$ cat src/rtl/common_logic_cells.sv
// Basic cells: resettable D-latch, D flip-flop and 4-bit carry-lookahead adder.
// Define COMMON_ADD_REG_EN to register the adder outputs (one cycle latency).
module common_logic_cells #(
  parameter logic DFF_RST_VAL   = 1'b0,
  parameter logic LATCH_RST_VAL = 1'b0
) (
  input  logic       clk,
  input  logic       reset,
  input  logic       latch_en,
  input  logic       latch_d,
  output logic       latch_q,
  output logic       latch_q_n,
  input  logic       dff_d,
  output logic       dff_q,
  output logic       dff_q_n,
  input  logic [3:0] add_a,
  input  logic [3:0] add_b,
  input  logic       add_cin,
  output logic [3:0] add_sum,
  output logic       add_cout
);

  // Reset dominates the enable so the latch cannot be transparent while reset is low.
  always_latch begin
    if (!reset) begin
      latch_q <= LATCH_RST_VAL;
    end else if (latch_en) begin
      latch_q <= latch_d;
    end
  end

  assign latch_q_n = ~latch_q;

  always_ff @(posedge clk or negedge reset) begin
    if (!reset) begin
      dff_q <= DFF_RST_VAL;
    end else begin
      dff_q <= dff_d;
    end
  end

  assign dff_q_n = ~dff_q;

  logic [3:0] gen;
  logic [3:0] prop;
  logic [4:1] carry;
  logic [3:0] sum_comb;

  assign gen  = add_a & add_b;
  assign prop = add_a ^ add_b;

  // Each carry is a flat two-level sum of products; no carry feeds another.
  assign carry[1] = gen[0] | (prop[0] & add_cin);
  assign carry[2] = gen[1] | (prop[1] & gen[0]) | (prop[1] & prop[0] & add_cin);
  assign carry[3] = gen[2] | (prop[2] & gen[1]) | (prop[2] & prop[1] & gen[0])
                  | (prop[2] & prop[1] & prop[0] & add_cin);
  assign carry[4] = gen[3] | (prop[3] & gen[2]) | (prop[3] & prop[2] & gen[1])
                  | (prop[3] & prop[2] & prop[1] & gen[0])
                  | (prop[3] & prop[2] & prop[1] & prop[0] & add_cin);

  assign sum_comb = prop ^ {carry[3], carry[2], carry[1], add_cin};

`ifdef COMMON_ADD_REG_EN
  always_ff @(posedge clk or negedge reset) begin
    if (!reset) begin
      add_sum  <= 4'b0000;
      add_cout <= 1'b0;
    end else begin
      add_sum  <= sum_comb;
      add_cout <= carry[4];
    end
  end
`else
  assign add_sum  = sum_comb;
  assign add_cout = carry[4];
`endif

endmodule

$ cat config.mk
export PLATFORM = sky130hd
export DESIGN_NAME = common_logic_cells
export DESIGN_NICKNAME = d
export VERILOG_FILES = /design/src/rtl/common_logic_cells.sv
export SDC_FILE = /design/constraint.sdc
export NUM_CORES = 1
export LEC_CHECK = 0
export ABC_AREA = 1
export ABC_CLOCK_PERIOD_IN_PS = 1350
export CORE_AREA = 2 2 39 41
export CTS_CLUSTER_SIZE = 10
export DETAILED_ROUTE_END_ITERATION = 6
export DIE_AREA = 0 0 41 43
export SLEW_MARGIN = 30
export SYNTH_ARGS = -nofsm -noshare
export SYNTH_HDL_FRONTEND = slang
export SYNTH_SLANG_ARGS = --single-unit
$ cat constraint.sdc
create_clock -name clk -period 1.35 [get_ports clk]
set_clock_uncertainty 0.15 [all_clocks]
set_input_delay 0.27 -clock clk [delete_from_list [all_inputs] [get_ports clk]]
set_output_delay 0.27 -clock clk [all_outputs]
set_load 0.02 [all_outputs]
# Word-level counts from Yosys, hierarchy flattened
# Index checks and enable logic that the tools add are counted.
[classes]
n_bitwise = 31
n_mux = 4
[ops]
columns = ["cell", "count"]
rows = [
  ["$and A1 B1 Y1", 16],
  ["$or A1 B1 Y1", 10],
  ["$xor A4 B4 Y4", 2],
  ["$and A4 B4 Y4", 1],
  ["$mux W1", 4],
  ["$not A1 Y1", 2],
]
[word_totals]
inputBits = 14
wordCells = 37
out_inout_bits = 9
latch_bits = 1
regBits = 1

# Longest topological paths before layout
# Gate-level depths: netlist of the first run.
[depth]
depth_word = 6
mapped_depth = 7

==> results of run 1 <==
[area by class of cell]
class	instances	area share, %
repair buffers	27	43.0
multi-input cells	26	41.6
inverters	11	6.69
flip-flops and latches	2	5.79
well taps	16	2.89
[stage by stage]
| step | util, % | total power [mW] |
|---|---|---|
| 6_report | 50.0 | 0.357 |
| 5_1_grt | 50.0 | 0.380 |
| 4_1_cts | 47.4 | 0.346 |
| 3_5_place_dp | 41.0 | 0.292 |
| 3_3_place_gp | 41.0 | 0.292 |
| 2_1_floorplan | - | 0.171 |
[synthesized netlist by cell type]
| cell type | count |
|---|---|
| sky130_fd_sc_hd__a21oi_1 | 1 |
| sky130_fd_sc_hd__dfrtp_1 | 1 |
| sky130_fd_sc_hd__dlxtp_1 | 1 |
| sky130_fd_sc_hd__fa_1 | 1 |
| sky130_fd_sc_hd__ha_1 | 4 |
| sky130_fd_sc_hd__inv_1 | 11 |
| sky130_fd_sc_hd__nand2_1 | 10 |
| sky130_fd_sc_hd__nand2_2 | 1 |
| sky130_fd_sc_hd__nand3_1 | 4 |
| sky130_fd_sc_hd__nand4_1 | 2 |
| sky130_fd_sc_hd__nor2_1 | 1 |
| sky130_fd_sc_hd__or2_0 | 1 |
| sky130_fd_sc_hd__xnor2_1 | 1 |
[worst min-delay path by stage]
stage / start / to / slack, ns / depth (start not counted)
after global placement: reset / dff_q / 0.30 / 1
final: reset / dff_q / 0.30 / 1
after detailed placement: reset / dff_q / 0.31 / 1
after global routing: reset / dff_q / 0.32 / 1
after CTS: reset / dff_q / 0.31 / 1
after floorplan: reset / dff_q / -0.18 / 0
[where the power goes]
group          leakage [nW]  switching [mW]  internal, mW
registers            0.0192         0.00114        0.0345
logic                 0.319           0.136         0.184
clock network             0               0             0
total                 0.338           0.138         0.219
[flip-flops by register name (all words and copies together) (netlist names)]
register / flops
dff_q: 1
latch_q: 1
[kinds of logic after synthesis]
family | Yosys count | share of synthesized area (%)
and+or+nand+nor | 19 | 34.3
buffers and inverters | 11 | 16.4
adders and majority gates | 5 | 27.9
AOI/OAI and AO/OA | 1 | 1.99
xor gates and xnor gates | 1 | 3.48
DFF | 1 | 9.95
latches | 1 | 5.97
[per-layer routing]
layer / track usage [%] / share of wire [%]
met5: 0 / 0
met4: 0 / 0
met3: 1.57 / 10
met2: 14.1 / 53
met1: 9.29 / 37
[repair_timing]
action,4_1_cts,5_1_grt
setup buffers,2,0
endpoints found under the setup margin,6,6
pin swaps,17,10
gates cloned,0,0
resized for setup,84,7
==> impl_results.md, run 1 <==
* Max_slew headroom at 84.9%
* Outcome: finished, violations left
* Tightest Hold Check Type: primary input to async pin
* RSZ-0062 raised after global routing: yes
* Worst-margin pin slew at 0.227 ns
* Total congestion overflow after global routing at 0
* Combined area of all synthesized cells at 251 sq um
* Quantity of I/O buffers inserted on ports at 22
* Count of buffer and inverter cells on the critical path at 2
* Count of antenna diodes in the layout at 0
* Register bit total from synthesis at 2
* Count of unclocked register or latch pins at 1
* Hold-fix buffers, CTS at 0
* Wire length of the first global-routing pass at roughly 1.0 mm
* Critical path, cell by cell: buf_6, ha_4, or2_0, nand2_1, nand2_1, nand2_1, nand2_2, buf_6
* Non-Filler Instances at 82
* Crit path to: add_sum[3]
* Peak supply drop at 0.236 mV
* Fin crit period at 1.57 ns
* Crit path kind: primary input to output port
* Area share of the largest cell type after synthesis at about a fifth
* Router iterations before antenna repair at 2
* Via/cell ratio at 4.22
* Critical path peak fanout at 2
* Place WS at -1.08 ns
* Launching element type of the critical path: primary input
* Net count, final at 87
* Number of unconstrained endpoints at 3
* Hold Vio Cnt, Final at 0
* Cell taking the most area after synthesis: sky130_fd_sc_hd__ha_1
* Most used cells in the layout excluding fill and tap cells: 11 x sky130_fd_sc_hd__buf_6, 7 x sky130_fd_sc_hd__nand2_1, 6 x sky130_fd_sc_hd__inv_1, 6 x sky130_fd_sc_hd__clkdlybuf4s50_1, 4 x sky130_fd_sc_hd__ha_4
* Unique cell type count in the Yosys netlist at 13
* Max-slew violations at 0
* CP most frequent cell: sky130_fd_sc_hd__nand2_1
* Post-Synthesis Cells at 39
* Standard-cell row count at 14
* Total number of cells along the worst setup path at 8
* Maximum frequency from static timing analysis at 0.636 GHz
* Routed wire per std cell at 7.46 um
* Kind of cell adding the most delay to the critical path: simple AND/OR/NAND/NOR gates
* CP max-delay cell: sky130_fd_sc_hd__ha_4
* Antenna violations before repair at 0
* Detailed Place HPWL at 532 um
* Core region area at approximately 1400 sq um
* Final Instance Area at 692 sq um
* Vias in the first global route at 315
* Clock edge transition at the registers on the reported setup and hold paths at 0 ns
* Tot GR Track Use at 7.72%
* Final-layout fill cell count at 140
* Violations in the final reports: negative setup slack
* Die width at between 40 and 50 um
* Fraction of layout cells with a size suffix above 1 at 54.5%
* Most frequent standard cell in the layout excluding fill and tap cells: sky130_fd_sc_hd__buf_6
* Area taken by flip-flops and latches at 40.0 sq um
* Placed cells at 80
* Total Neg Setup Slack at -0.796 ns
* DRC Markers at 0
* Count of yosys warnings during synthesis at 0
* Final Cycle Share at 116%
* Area growth from synthesis to final layout at 175%
* Final setup fails at 5
* Placement Cell Area at between 500 and 600 sq um
* Crit end category: output port
* Via total after detailed routing at 346
* Crit path largest cell delay at around 0.24 ns
* Combined area of the multi-input logic cells at about 290 sq um
* Antenna violation net count after detailed routing at 0
* Die ar. at between 1500 and 2000 sq um
* Beginning of the critical path: add_a[2]
* Post-layout worst setup margin at -0.222 ns
* Maximum number of pins on one net before global-route repair at 5
* GPL Wtd Cong at between 0.6 and 0.7
* Leakage power at 0.338 nW
* Data arrival time of the critical path at 1.15 ns
* Floorplan die height at 43 um
* Hold WS at approximately 0.3 ns
* Initial Utilization at 18.2%
* Post-Syn Area per Cell at around 6.4 sq um
* Required time at the worst-slack endpoint at about 0.93 ns
* DRC marker count from the first detailed-route iteration at 1
* I/O pin count at 23
* Synthesized net count at 58
* Top area cells in the synthesized netlist: sky130_fd_sc_hd__ha_1 20%, sky130_fd_sc_hd__inv_1 16%, sky130_fd_sc_hd__nand2_1 15%
* Power per unit of standard cell area at approximately 500 nW/um^2
* Wirelength, routed at 612 um
* Max-cap check violation count at 0
No activity file was read; power rests on OpenSTA's default activity.
==> run 2: changes to the inputs <==
--- a/config.mk
+++ b/config.mk
@@ -6,7 +6,8 @@
 export NUM_CORES = 1
 export LEC_CHECK = 0
 export ABC_AREA = 1
-export ABC_CLOCK_PERIOD_IN_PS = 1350
+export ABC_CLOCK_PERIOD_IN_PS = 1900
+export CAP_MARGIN = 30
 export CORE_AREA = 2 2 39 41
 export CTS_CLUSTER_SIZE = 10
 export DETAILED_ROUTE_END_ITERATION = 6
==> constraint.sdc (replaced) <==
create_clock -name clk -period 1.9 [get_ports clk]
set_clock_uncertainty 0.15 [all_clocks]
set_input_delay 0.38 -clock clk [delete_from_list [all_inputs] [get_ports clk]]
set_output_delay 0.38 -clock clk [all_outputs]
set_load 0.02 [all_outputs]
==> run 2 against run 1 <==
Compared with the run above: the flow now finishes without violations; sequential share of layout area up 1.7 points; largest cell class is now multi-input gates; largest power group unchanged; routed wire length grew 16%; utilization shrank 11 points; design area decreased by 22%; hold slack better by 0.11 ns; critical path depth is the same.
==> impl_results.md, run 2 (synthesized netlist as in run 1, its figures left out) <==
* Outcome: finished clean (was finished, violations left)
* Crit path kind: primary input to output port (unchanged)
* Quantity of I/O buffers inserted on ports at 22 (unchanged)
* Floorplan die height at 43 um (unchanged)
* Wire length of the first global-routing pass at 1.15 mm (was 1.05 mm)
* Count of unclocked register or latch pins at 1 (unchanged)
* Fraction of layout cells with a size suffix above 1 at 39.1% (was 54.5%)
* Antenna violation net count after detailed routing at 0 (unchanged)
* Crit end category: output port (unchanged)
* Via total after detailed routing at 322 (was 346)
* RSZ-0062 raised after global routing: no (was yes)
* Tot GR Track Use at 8.73% (was 7.72%)
* Peak supply drop at 0.157 mV (was 0.236 mV)
* Clock edge transition at the registers on the reported setup and hold paths at 0 ns (about the same)
* Most used cells in the layout excluding fill and tap cells: 10 x sky130_fd_sc_hd__nand2_1, 9 x sky130_fd_sc_hd__inv_1, 8 x sky130_fd_sc_hd__clkdlybuf4s50_1 (was 11 x sky130_fd_sc_hd__buf_6, 7 x sky130_fd_sc_hd__nand2_1, 6 x sky130_fd_sc_hd__inv_1, 6 x sky130_fd_sc_hd__clkdlybuf4s50_1, 4 x sky130_fd_sc_hd__ha_4)
* Fin crit period at 1.81 ns
* Router iterations before antenna repair at 2 (unchanged)
* Initial Utilization at 18.2% (unchanged)
* Final setup fails at 0 (was 5)
* Max-slew violations at 0 (unchanged)
* Placed cells at 79 (was 80)
* Non-Filler Instances at 80 (was 82)
* Total congestion overflow after global routing at 0 (unchanged)
* Final Cycle Share at 95.3%
* Total Neg Setup Slack at 0 ns (was -0.796 ns)
* DRC marker count from the first detailed-route iteration at 2 (was 1)
* Maximum frequency from static timing analysis at 0.552 GHz
* Tightest Hold Check Type: primary input to async pin (unchanged)
* Post-layout util at 38.8% (was 50.0%)
* Detailed Place HPWL at 534 um (was 532 um)
* Max_slew headroom at 85.1% (was 84.9%)
* Via/cell ratio at 4.03 (was 4.22)
* Hold-fix buffers, CTS at 0 (unchanged)
* Maximum number of pins on one net before global-route repair at 5 (unchanged)
* Net count, final at 85 (was 87)
* Count of antenna diodes in the layout at 0 (unchanged)
* Routed wire per std cell at 8.90 um (was 7.46 um)
* Most frequent standard cell in the layout excluding fill and tap cells: sky130_fd_sc_hd__nand2_1 (was sky130_fd_sc_hd__buf_6)
* Largest regs: dff_q (1), latch_q (1) (unchanged)
* Area growth from synthesis to final layout at 113% (was 175%)
* Die ar. at 1760 sq um (unchanged)
* Power per unit of standard cell area at 356 nW/um^2 (was 515 nW/um^2)
* Worst-margin pin slew at 0.223 ns (was 0.227 ns)
* Core region area at 1380 sq um (unchanged)
* Number of unconstrained endpoints at 3 (unchanged)
* Leakage power at 0.287 nW (was 0.338 nW)
* Data arrival time of the critical path at 1.28 ns (was 1.15 ns)
* Critical path peak fanout at 3 (was 2)
* DRC Markers at 0 (unchanged)
* Hold Vio Cnt, Final at 0 (unchanged)
* Vias in the first global route at 341 (was 315)
* Max-cap check violation count at 0 (unchanged)
* Standard-cell row count at 14 (unchanged)
* Antenna violations before repair at 0 (unchanged)
* Launching element type of the critical path: primary input (unchanged)
* I/O pin count at 23 (unchanged)
* Required time at the worst-slack endpoint at 1.37 ns (was 0.93 ns)
* Wirelength, routed at 712 um (was 612 um)
* GPL Wtd Cong at 0.660 (was 0.648)
* Die width at 41 um (unchanged)
* Beginning of the critical path: add_b[2] (was add_a[2])
[run 2: how the worst max path moves through the flow]
stage	slack, ns	end
global route	0.0004	add_sum[3]
finish	0.09	add_sum[3]
floorplan	0.14	add_sum[1]
global placement	-0.78	add_sum[3]
detailed placement	-0.81	add_sum[3]
CTS	0.009	add_sum[0]
[run 2: metal layers]
metal | vias to the layer above | part of all wire (%) | global-route usage [%]
li1 | 170 | - | -
met1 | 139 | 37 | 10.3
met2 | 13 | 55 | 16.6
met3 | 0 | 7.3 | 1.05
met4 | 0 | 0 | 0
met5 | - | 0 | 0
[run 2: through the flow]
stage	worst slack, ns	total power, mW	cell area, sq um	hold WS [ns]
3_5_place_dp	-0.807	0.181	507	0.417
5_1_grt	0.000441	0.209	537	0.433
4_1_cts	0.00931	0.191	553	0.417
6_report	0.0888	0.191	537	0.412
3_3_place_gp	-0.784	0.181	507	0.410
2_1_floorplan	0.140	0.100	251	-0.0656
[run 2: cell type report]
| class | count | area [sq um] |
|---|---|---|
| Fill cell | 154 | 847 |
| Sequential cell | 2 | 40.0 |
| Multi-Input combinational cell | 26 | 238 |
| Inverter | 11 | 41.3 |
| Tap cell | 16 | 20.0 |
| Timing Repair Buffer | 25 | 198 |
[run 2: power breakdown]
part           switching (mW)  leakage (nW)  internal (mW)
sequential           0.000863        0.0192         0.0245
clock                       0             0              0
combinational          0.0814         0.267         0.0842
[run 2: worst max-delay path, cell delays in order]
cell and delay (ns):
sky130_fd_sc_hd__buf_2 0.12, sky130_fd_sc_hd__ha_4 0.24, sky130_fd_sc_hd__or2_0 0.19, sky130_fd_sc_hd__nand2_1 0.08
sky130_fd_sc_hd__nand2_1 0.05, sky130_fd_sc_hd__nand2_1 0.05, sky130_fd_sc_hd__nand2_1 0.05, sky130_fd_sc_hd__buf_6 0.13
[run 2: timing repair]
item	in CTS	in global routing
pin swaps	10	2
gates resized for setup	53	8
setup buffers	1	0
endpoints found under the setup margin	5	4
